**src/rtl/div32_seq.sv**
```systemverilog
// Multi-cycle restoring divider: one trial subtraction per cycle, 32 cycles per result.
// Optional signed mode is enabled by defining DIV_SIGNED_EN (adds the is_signed port).
module div32_seq #(
  parameter int WIDTH = 32,
  parameter int CNT_W = 6
) (
  input  logic             clk,
  input  logic             rst_n,
  input  logic             start,
  input  logic [WIDTH-1:0] dividend,
  input  logic [WIDTH-1:0] divisor,
`ifdef DIV_SIGNED_EN
  input  logic             is_signed,
`endif
  output logic             busy,
  output logic             done,
  output logic [WIDTH-1:0] quotient,
  output logic [WIDTH-1:0] remainder,
  output logic             div_zero
);

  typedef enum logic [1:0] {S_IDLE = 2'd0, S_RUN = 2'd1, S_DONE = 2'd2} state_t;

  state_t           r_state, w_state_nxt;
  logic [WIDTH-1:0] r_q, r_d, r_quot, r_rem;
  logic [WIDTH:0]   r_r;
  logic [CNT_W-1:0] r_cnt;
  logic             r_dz;

  logic             w_accept, w_last, w_carry, w_unused_t_msb;
  logic [WIDTH:0]   w_s, w_r_nxt;
  logic [WIDTH+1:0] w_sum;
  logic [WIDTH-1:0] w_q_nxt, w_dvd_cap, w_dvs_cap, w_quot_fix, w_rem_fix;

  // start is only honoured outside RUN; a request during RUN is dropped.
  assign w_accept = start && (r_state != S_RUN);
  assign w_last   = (r_state == S_RUN) && (r_cnt == CNT_W'(WIDTH - 1));

  // Trial subtraction S - {0,D} as S + ~{0,D} + 1; carry-out 1 means no borrow.
  assign w_s     = {r_r[WIDTH-1:0], r_q[WIDTH-1]};
  assign w_sum   = {1'b0, w_s} + {1'b0, ~{1'b0, r_d}} + (WIDTH+2)'(1);
  assign w_carry = w_sum[WIDTH+1];
  assign w_r_nxt = w_carry ? w_sum[WIDTH:0] : w_s;
  assign w_q_nxt = {r_q[WIDTH-2:0], w_carry};
  // The partial remainder stays below D, so the top bit of R never feeds back.
  assign w_unused_t_msb = r_r[WIDTH];

`ifdef DIV_SIGNED_EN
  logic r_neg_q, r_neg_r;
  logic w_neg_q_cap, w_neg_r_cap;

  assign w_neg_r_cap = is_signed && dividend[WIDTH-1];
  // Divide by zero keeps the all-ones quotient, so no quotient negation then.
  assign w_neg_q_cap = is_signed && (dividend[WIDTH-1] ^ divisor[WIDTH-1]) && (divisor != '0);
  assign w_dvd_cap   = w_neg_r_cap ? -dividend : dividend;
  assign w_dvs_cap   = (is_signed && divisor[WIDTH-1]) ? -divisor : divisor;
  assign w_quot_fix  = r_neg_q ? -w_q_nxt : w_q_nxt;
  assign w_rem_fix   = r_neg_r ? -w_r_nxt[WIDTH-1:0] : w_r_nxt[WIDTH-1:0];

  always_ff @(posedge clk) begin
    if (!rst_n) begin
      r_neg_q <= 1'b0;
      r_neg_r <= 1'b0;
    end else if (w_accept) begin
      r_neg_q <= w_neg_q_cap;
      r_neg_r <= w_neg_r_cap;
    end
  end
`else
  assign w_dvd_cap  = dividend;
  assign w_dvs_cap  = divisor;
  assign w_quot_fix = w_q_nxt;
  assign w_rem_fix  = w_r_nxt[WIDTH-1:0];
`endif

  always_ff @(posedge clk) begin
    if (!rst_n) r_state <= S_IDLE;
    else        r_state <= w_state_nxt;
  end

  always_comb begin
    w_state_nxt = r_state;
    case (r_state)
      S_IDLE:  if (w_accept) w_state_nxt = S_RUN;
      S_RUN:   if (w_last) w_state_nxt = S_DONE;
      S_DONE:  w_state_nxt = w_accept ? S_RUN : S_IDLE;
      default: w_state_nxt = S_IDLE;
    endcase
  end

  always_ff @(posedge clk) begin
    if (!rst_n) begin
      r_q    <= '0;
      r_r    <= '0;
      r_d    <= '0;
      r_cnt  <= '0;
      r_dz   <= 1'b0;
      r_quot <= '0;
      r_rem  <= '0;
    end else if (w_accept) begin
      r_q   <= w_dvd_cap;
      r_r   <= '0;
      r_d   <= w_dvs_cap;
      r_cnt <= '0;
      r_dz  <= (divisor == '0);
    end else if (r_state == S_RUN) begin
      r_q   <= w_q_nxt;
      r_r   <= w_r_nxt;
      r_cnt <= r_cnt + CNT_W'(1);
      if (w_last) begin
        r_quot <= w_quot_fix;
        r_rem  <= w_rem_fix;
      end
    end
  end

  assign busy      = (r_state == S_RUN);
  assign done      = (r_state == S_DONE);
  assign quotient  = r_quot;
  assign remainder = r_rem;
  assign div_zero  = r_dz;

endmodule

```
**config.mk**
```make
export PLATFORM = sky130hd
export DESIGN_NAME = div32_seq
export DESIGN_NICKNAME = d
export VERILOG_FILES = /design/src/rtl/div32_seq.sv
export SDC_FILE = /design/constraint.sdc
export NUM_CORES = 1
export LEC_CHECK = 0
export CORE_MARGIN = 5
export CORE_UTILIZATION = 45
export CTS_CLUSTER_SIZE = 24
export DETAILED_ROUTE_END_ITERATION = 12
export GPL_ROUTABILITY_DRIVEN = 0
export PLACE_DENSITY = 0.69
export SLEW_MARGIN = 10
export SYNTH_ARGS = -nofsm -noshare
export SYNTH_HDL_FRONTEND = slang
export SYNTH_SLANG_ARGS = --single-unit
```
**constraint.sdc**
```tcl
create_clock -name clk -period 6.9 [get_ports clk]
set_input_delay 0.69 -clock clk [delete_from_list [all_inputs] [get_ports clk]]
set_output_delay 0.69 -clock clk [all_outputs]
set_load 0.02 [all_outputs]
```
## Word-level counts from Yosys, hierarchy flattened

Index checks and enable logic that the tools add are counted.

| word-level totals | value |
|---|---|
| bits in registers | 169 |
| bits in read-only memories | 0 |
| latch bits | 0 |
| memory bits (writable) | 0 |
| output and inout port bits | 67 |
| memories kept | 0 |

| operators by class | value |
|---|---|
| multiplexer cells | 7 |
| equality and inequality tests | 6 |
| $mul | 0 |
| shift operators | 0 |
| divide/modulo/power cells | 0 |
| order comparisons | 0 |
| bitwise logic cells | 3 |
| reduce and logical (&&, ||, !) cells | 8 |
| add/sub/neg operators | 3 |

Operators with widths:

| operator | number |
|---|---|
| 32-bit two-way mux | 3 |
| 33-bit by 33-bit adder with 34-bit output | 1 |
| 34-bit by 1-bit adder with 34-bit output, second input constant | 1 |
| 32-bit NOT with 33-bit output | 1 |
| 32-bit logical NOT | 1 |
| 6-bit by 1-bit adder with 6-bit output, second input constant | 1 |
| 6-bit by 5-bit == test with 1-bit output, second input constant | 1 |
| 2-bit one-hot mux with 3 select lines | 1 |
| 2-bit two-way mux | 2 |
| 2-bit by 1-bit != test with 1-bit output, second input constant | 2 |
| 3-bit AND reduction | 1 |
| 2-bit by 1-bit == test with 1-bit output, second input constant | 1 |
| 2-bit == test, second input constant | 1 |
| 1-bit logical AND | 2 |
| 2-bit logical NOT | 1 |
| 2-bit != test, second input constant | 1 |
| 1-bit NOT | 2 |
| 2-bit AND reduction | 1 |
| 2-bit nonzero test | 1 |
| 2-bit OR reduction | 1 |
| 1-bit two-way mux | 1 |

## Depth between registers and ports, before layout

| depth | value |
|---|---|
| depth after elaboration | 5 |
| depth in mapped cells | 13 |
| depth with buffers taken out | 12 |

## Worst setup path before layout

No wires, ideal clock.

| timing | value |
|---|---|
| path type | register -> register |
| start point | register r_q[31] |
| end point | register r_r[26] |
| slack | 4226 ps |
| data arrival time | 2600 ps |
| stages on the path, launching flop included | 13 |
| cell sequence | dfxtp_1 inv_1 ha_1 inv_1 fa_1 a21o_1 a311o_1 nand3b_2 a2111oi_4 o21ba_2 o21ai_0 or3b_1 a31oi_1 |

| between the ends | value |
|---|---|
| longest elaborated chain between the ends | 3 |

Ends and longest elaborated chain:

| item | line | text |
|---|---|---|
| start: declaration | 25 | `logic [WIDTH-1:0] r_q, r_d, r_quot, r_rem;` |
| start signal: assignment | 101 | `r_q <= w_dvd_cap;` |
| start signal: assignment | 107 | `r_q <= w_q_nxt;` |
| 33-bit by 33-bit adder with 34-bit output | 41 | `assign w_sum = {1'b0, w_s} + {1'b0, ~{1'b0, r_d}} + (WIDTH+2)'(1);` |
| 34-bit by 1-bit adder with 34-bit output | 41 |  |
| 32-bit two-way mux | 43 | `assign w_r_nxt = w_carry ? w_sum[WIDTH:0] : w_s;` |
| end signal: assignment | 108 | `r_r <= w_r_nxt;` |
| end: declaration | 26 | `logic [WIDTH:0] r_r;` |

No other way between the ends.
A chain may end at the register's enable or synchronous reset.

## Worst setup path after layout

| timing | value |
|---|---|
| start point | input port rst_n |
| end point | register r_r[13] |

| between the ends | value |
|---|---|
| longest elaborated chain between the ends | 2 |

Ends and longest elaborated chain:

| item | line | text |
|---|---|---|
| start: declaration | 8 | `input logic rst_n,` |
| 1-bit NOT (no source line) | n/a |  |
| 2-bit OR reduction (no source line) | n/a |  |

No other way between the ends.

==> impl_metrics.json <==
{
  "cts-buffers-inserted": 17,
  "synth_top_cells_by_count": "dfxtp_1, nand2_1, a21oi_1",
  "grt_start_max_net_pins": 77,
  "postSynthRegisterBits": 169,
  "timing.clock.skew_ns": 0.008588,
  "first_global_vias": 7034,
  "floorplan.io_pins": 134,
  "postSynth.asyncResetShare_pct": 0,
  "detailedPlace.worstSlack_ns": 2.930,
  "power.ir.vdd_worst_mv": 0.1925,
  "cts_htree_levels": 4,
  "hold_start": "quotient[23]",
  "initial_core_util_pct": 46.00,
  "synth_fp_nets": 1119,
  "clk_tree_root_cell": "clkbuf_16",
  "total_negative_slack_for_setup_checks_ns": 0,
  "clk_path_buf_depth": 2,
  "dpl.hpwl_um": 15350,
  "hold_class": "reg2reg",
  "postPlaceCellArea_um2": 9751,
  "global_route_wire_length_before_repair_um": 35800,
  "netlist_instances": 1018,
  "post-layout-total-power_w": 0.002712,
  "globalRouteMet2Util_pct": 33.12,
  "synth_top_cells_by_area": "dfxtp_1, a21oi_1, nand2_1, mux2i_1, ha_1",
  "leakagePower_nw": 3.970,
  "die_y_um": 146.0,
  "area_added_between_synthesis_and_finish_pct": 24.29,
  "timing.critical_path.to_type": "register",
  "overflow": 0,
  "port-buffer-count": 133,
  "cts_tree": "yes",
  "final_antenna_net_count": 0,
  "worst_slack_ns": 3.336,
  "grt_setup_unrepaired": "no",
  "clk_transition_reported_paths_ns": 0.07,
  "highest_achievable_clock_rate_mhz": 280.6,
  "period_needed_ns": 3.564,
  "worst-r2r-cell-count": 10,
  "power.density_cell_area_nw_per_um2": 262.3,
  "synth_edf_count": 0,
  "outcome": "complete, no violations",
  "timing.critical_path.cells": "clkdlybuf4s50_1 -> buf_4 -> clkinv_2 -> nor2_1 -> buf_4 -> o21ai_0 -> a21oi_1",
  "initialDrtViolationCount": 493,
  "cts_hold_buf": 0,
  "crit_path_max_fanout": 55,
  "grt.total_usage_pct": 20.17,
  "antenna_found_initial": 0,
  "postCtsSetupBuffers": 0,
  "report.final.setup_viol": 0,
  "synth_top_cell_area_share_pct": 40.67,
  "final_core_utilization_pct": 57.17,
  "grt_use_met1_pct": 27.40,
  "synthMostInstantiatedCell": "dfxtp_1",
  "hold_path_cells": 2,
  "path_class": "in2reg",
  "worst_path_arrival_time_ns": 3.93,
  "final_area_um2": 10340,
  "die_w_um": 146.0,
  "total_number_of_yosys_warnings": 0,
  "max-cap-violations": 0,
  "worstMarginPinSlew_ns": 1.103,
  "synth-seq-area-share_pct": 40.67,
  "worst-endpoint-required_ns": 7.26,
  "routed-via-count": 7466,
  "dieArea_um2": 21310,
  "firstDrtPassIters": 5,
  "synthDistinctLibCells": 61,
  "routedWlPerCell_um": 16.02,
  "post_route_cells_drive_above_1_share_pct": 5.333,
  "placement_rows": 49,
  "worst_path_largest_cell_delay_ns": 1.09,
  "wl_um": 21690,
  "cp_slowest_cell": "nor2_1",
  "critical_path.reg2reg.endpoint": "remainder[11]",
  "antenna-diode-count": 0,
  "post-synth-top-area-cell": "dfxtp_1",
  "synth.avg_cell_area_um2": 8.172,
  "timing.critical_path.from_type": "input port",
  "postSynth.topFlopCell": "dfxtp_1",
  "hold_viol_final": 0,
  "post-route-period-util_pct": 51.66,
  "worst_skew_pair.late_latency_ns": 0.44,
  "crit_top_cell": "buf_4",
  "drt_drc_violations_left": 0,
  "post_cts_resized": 0,
  "viasPerCell": 5.514,
  "reg2reg_from": "r_d[16]",
  "grt_busiest_layer": "met2",
  "tritoncts_num_sinks": 169,
  "globalRouteMet3Util_pct": 3.519,
  "final_max_slew_viol_count": 0,
  "max_slew_margin_pct": 26.22,
  "synth.cell_area_um2": 8319,
  "core_ar_um2": 18090,
  "reg2reg_slack_ns": 3.54,
  "nNetsFinal": 1213,
  "timing.hold.worst_endpoint": "quotient[23]"
}
-- cells in the final DEF, fill, tap and decap left out, types with 5 or more instances in the layout --
| cell type | synthesis | layout |
|---|---|---|
| ha_1 | 33 | 33 |
| xor2_1 | 8 | 8 |
| clkdlybuf4s50_1 | 0 | 132 |
| a31oi_1 | 11 | 11 |
| a21o_1 | 14 | 14 |
| o211ai_1 | 6 | 6 |
| and2_1 | 7 | 7 |
| nand3_1 | 17 | 17 |
| clkbuf_16 | 0 | 17 |
| nor2_1 | 68 | 67 |
| dfxtp_1 | 169 | 169 |
| xnor2_1 | 18 | 18 |
| a211oi_1 | 48 | 48 |
| a21oi_1 | 132 | 132 |
| nor4_1 | 8 | 7 |
| nand2_1 | 155 | 155 |
| o21ai_0 | 59 | 59 |
| nor3_1 | 7 | 7 |
| mux2i_1 | 52 | 52 |
| buf_4 | 1 | 11 |
| o31ai_1 | 5 | 5 |
| inv_1 | 45 | 43 |
| nand4_1 | 17 | 17 |
| inv_8 | 0 | 5 |
| or3_1 | 7 | 7 |
| and3_1 | 8 | 8 |
-- report_power, final --
part	switching, W	total, W	internal, W
combinational	0.000419	0.000708	0.000289
clock	0.000438	0.000951	0.000513
sequential	0.0000333	0.00105	0.00102
-- final cells by class --
type / count / area [um2]
fillers: 1688 / 7746
well taps: 229 / 286.5
repair buffers: 144 / 1409
clock buffers: 17 / 425.4
inverters: 45 / 170.2
multi-input cells: 735 / 4502
clock inverters: 15 / 163.9
flip-flops and latches: 169 / 3383
-- flip-flops by register name (all words and copies together) (netlist names) --
| signal | flops |
|---|---|
| quotient | 32 |
| r_q | 32 |
| r_r | 32 |
| div_zero | 1 |
| r_state | 2 |
| r_cnt | 6 |
| remainder | 32 |
| r_d | 32 |
-- worst max path at each step --
stage / startpoint / end / slack, ns / cells past startpoint
2_1_floorplan: r_q[31] / r_r[26] / 4.23 / 12
3_3_place_gp: rst_n / r_r[18] / 3.00 / 7
3_5_place_dp: rst_n / r_r[14] / 2.93 / 7
4_1_cts: rst_n / r_r[13] / 3.36 / 7
5_1_grt: rst_n / r_r[16] / 3.06 / 7
6_report: rst_n / r_r[13] / 3.34 / 7
-- stage by stage --
| step | instances | hold slack [ns] |
|---|---|---|
| detailed placement | 1322 | 0.4471 |
| floorplan | 1018 | 0.4363 |
| finish | 1354 | 0.4521 |
| global route | 1354 | 0.4702 |
| CTS | 1354 | 0.4566 |
| global placement | 1322 | 0.4433 |
-- worst max-delay path: cells and delay by family --
| kind | cells | cell delay [ns] |
|---|---|---|
| compound gates | 2 | 0.25 |
| simple gates | 1 | 1.09 |
| buf+inv | 4 | 1.87 |
-- per-layer routing --
metal	up-vias	share of wire, %
met5	-	0
met4	0	1.3
met3	18	5.1
met2	181	47
met1	3459	47
li1	3808	-
-- kinds of logic after synthesis --
family	share of synthesized area (%)
compound gates	23.09
xor+xnor	2.737
fa+ha+maj	5.204
buf+inv	5.354
flops	40.67
mux	6.392
simple gates	16.56
No activity file was read; power rests on OpenSTA's default activity.
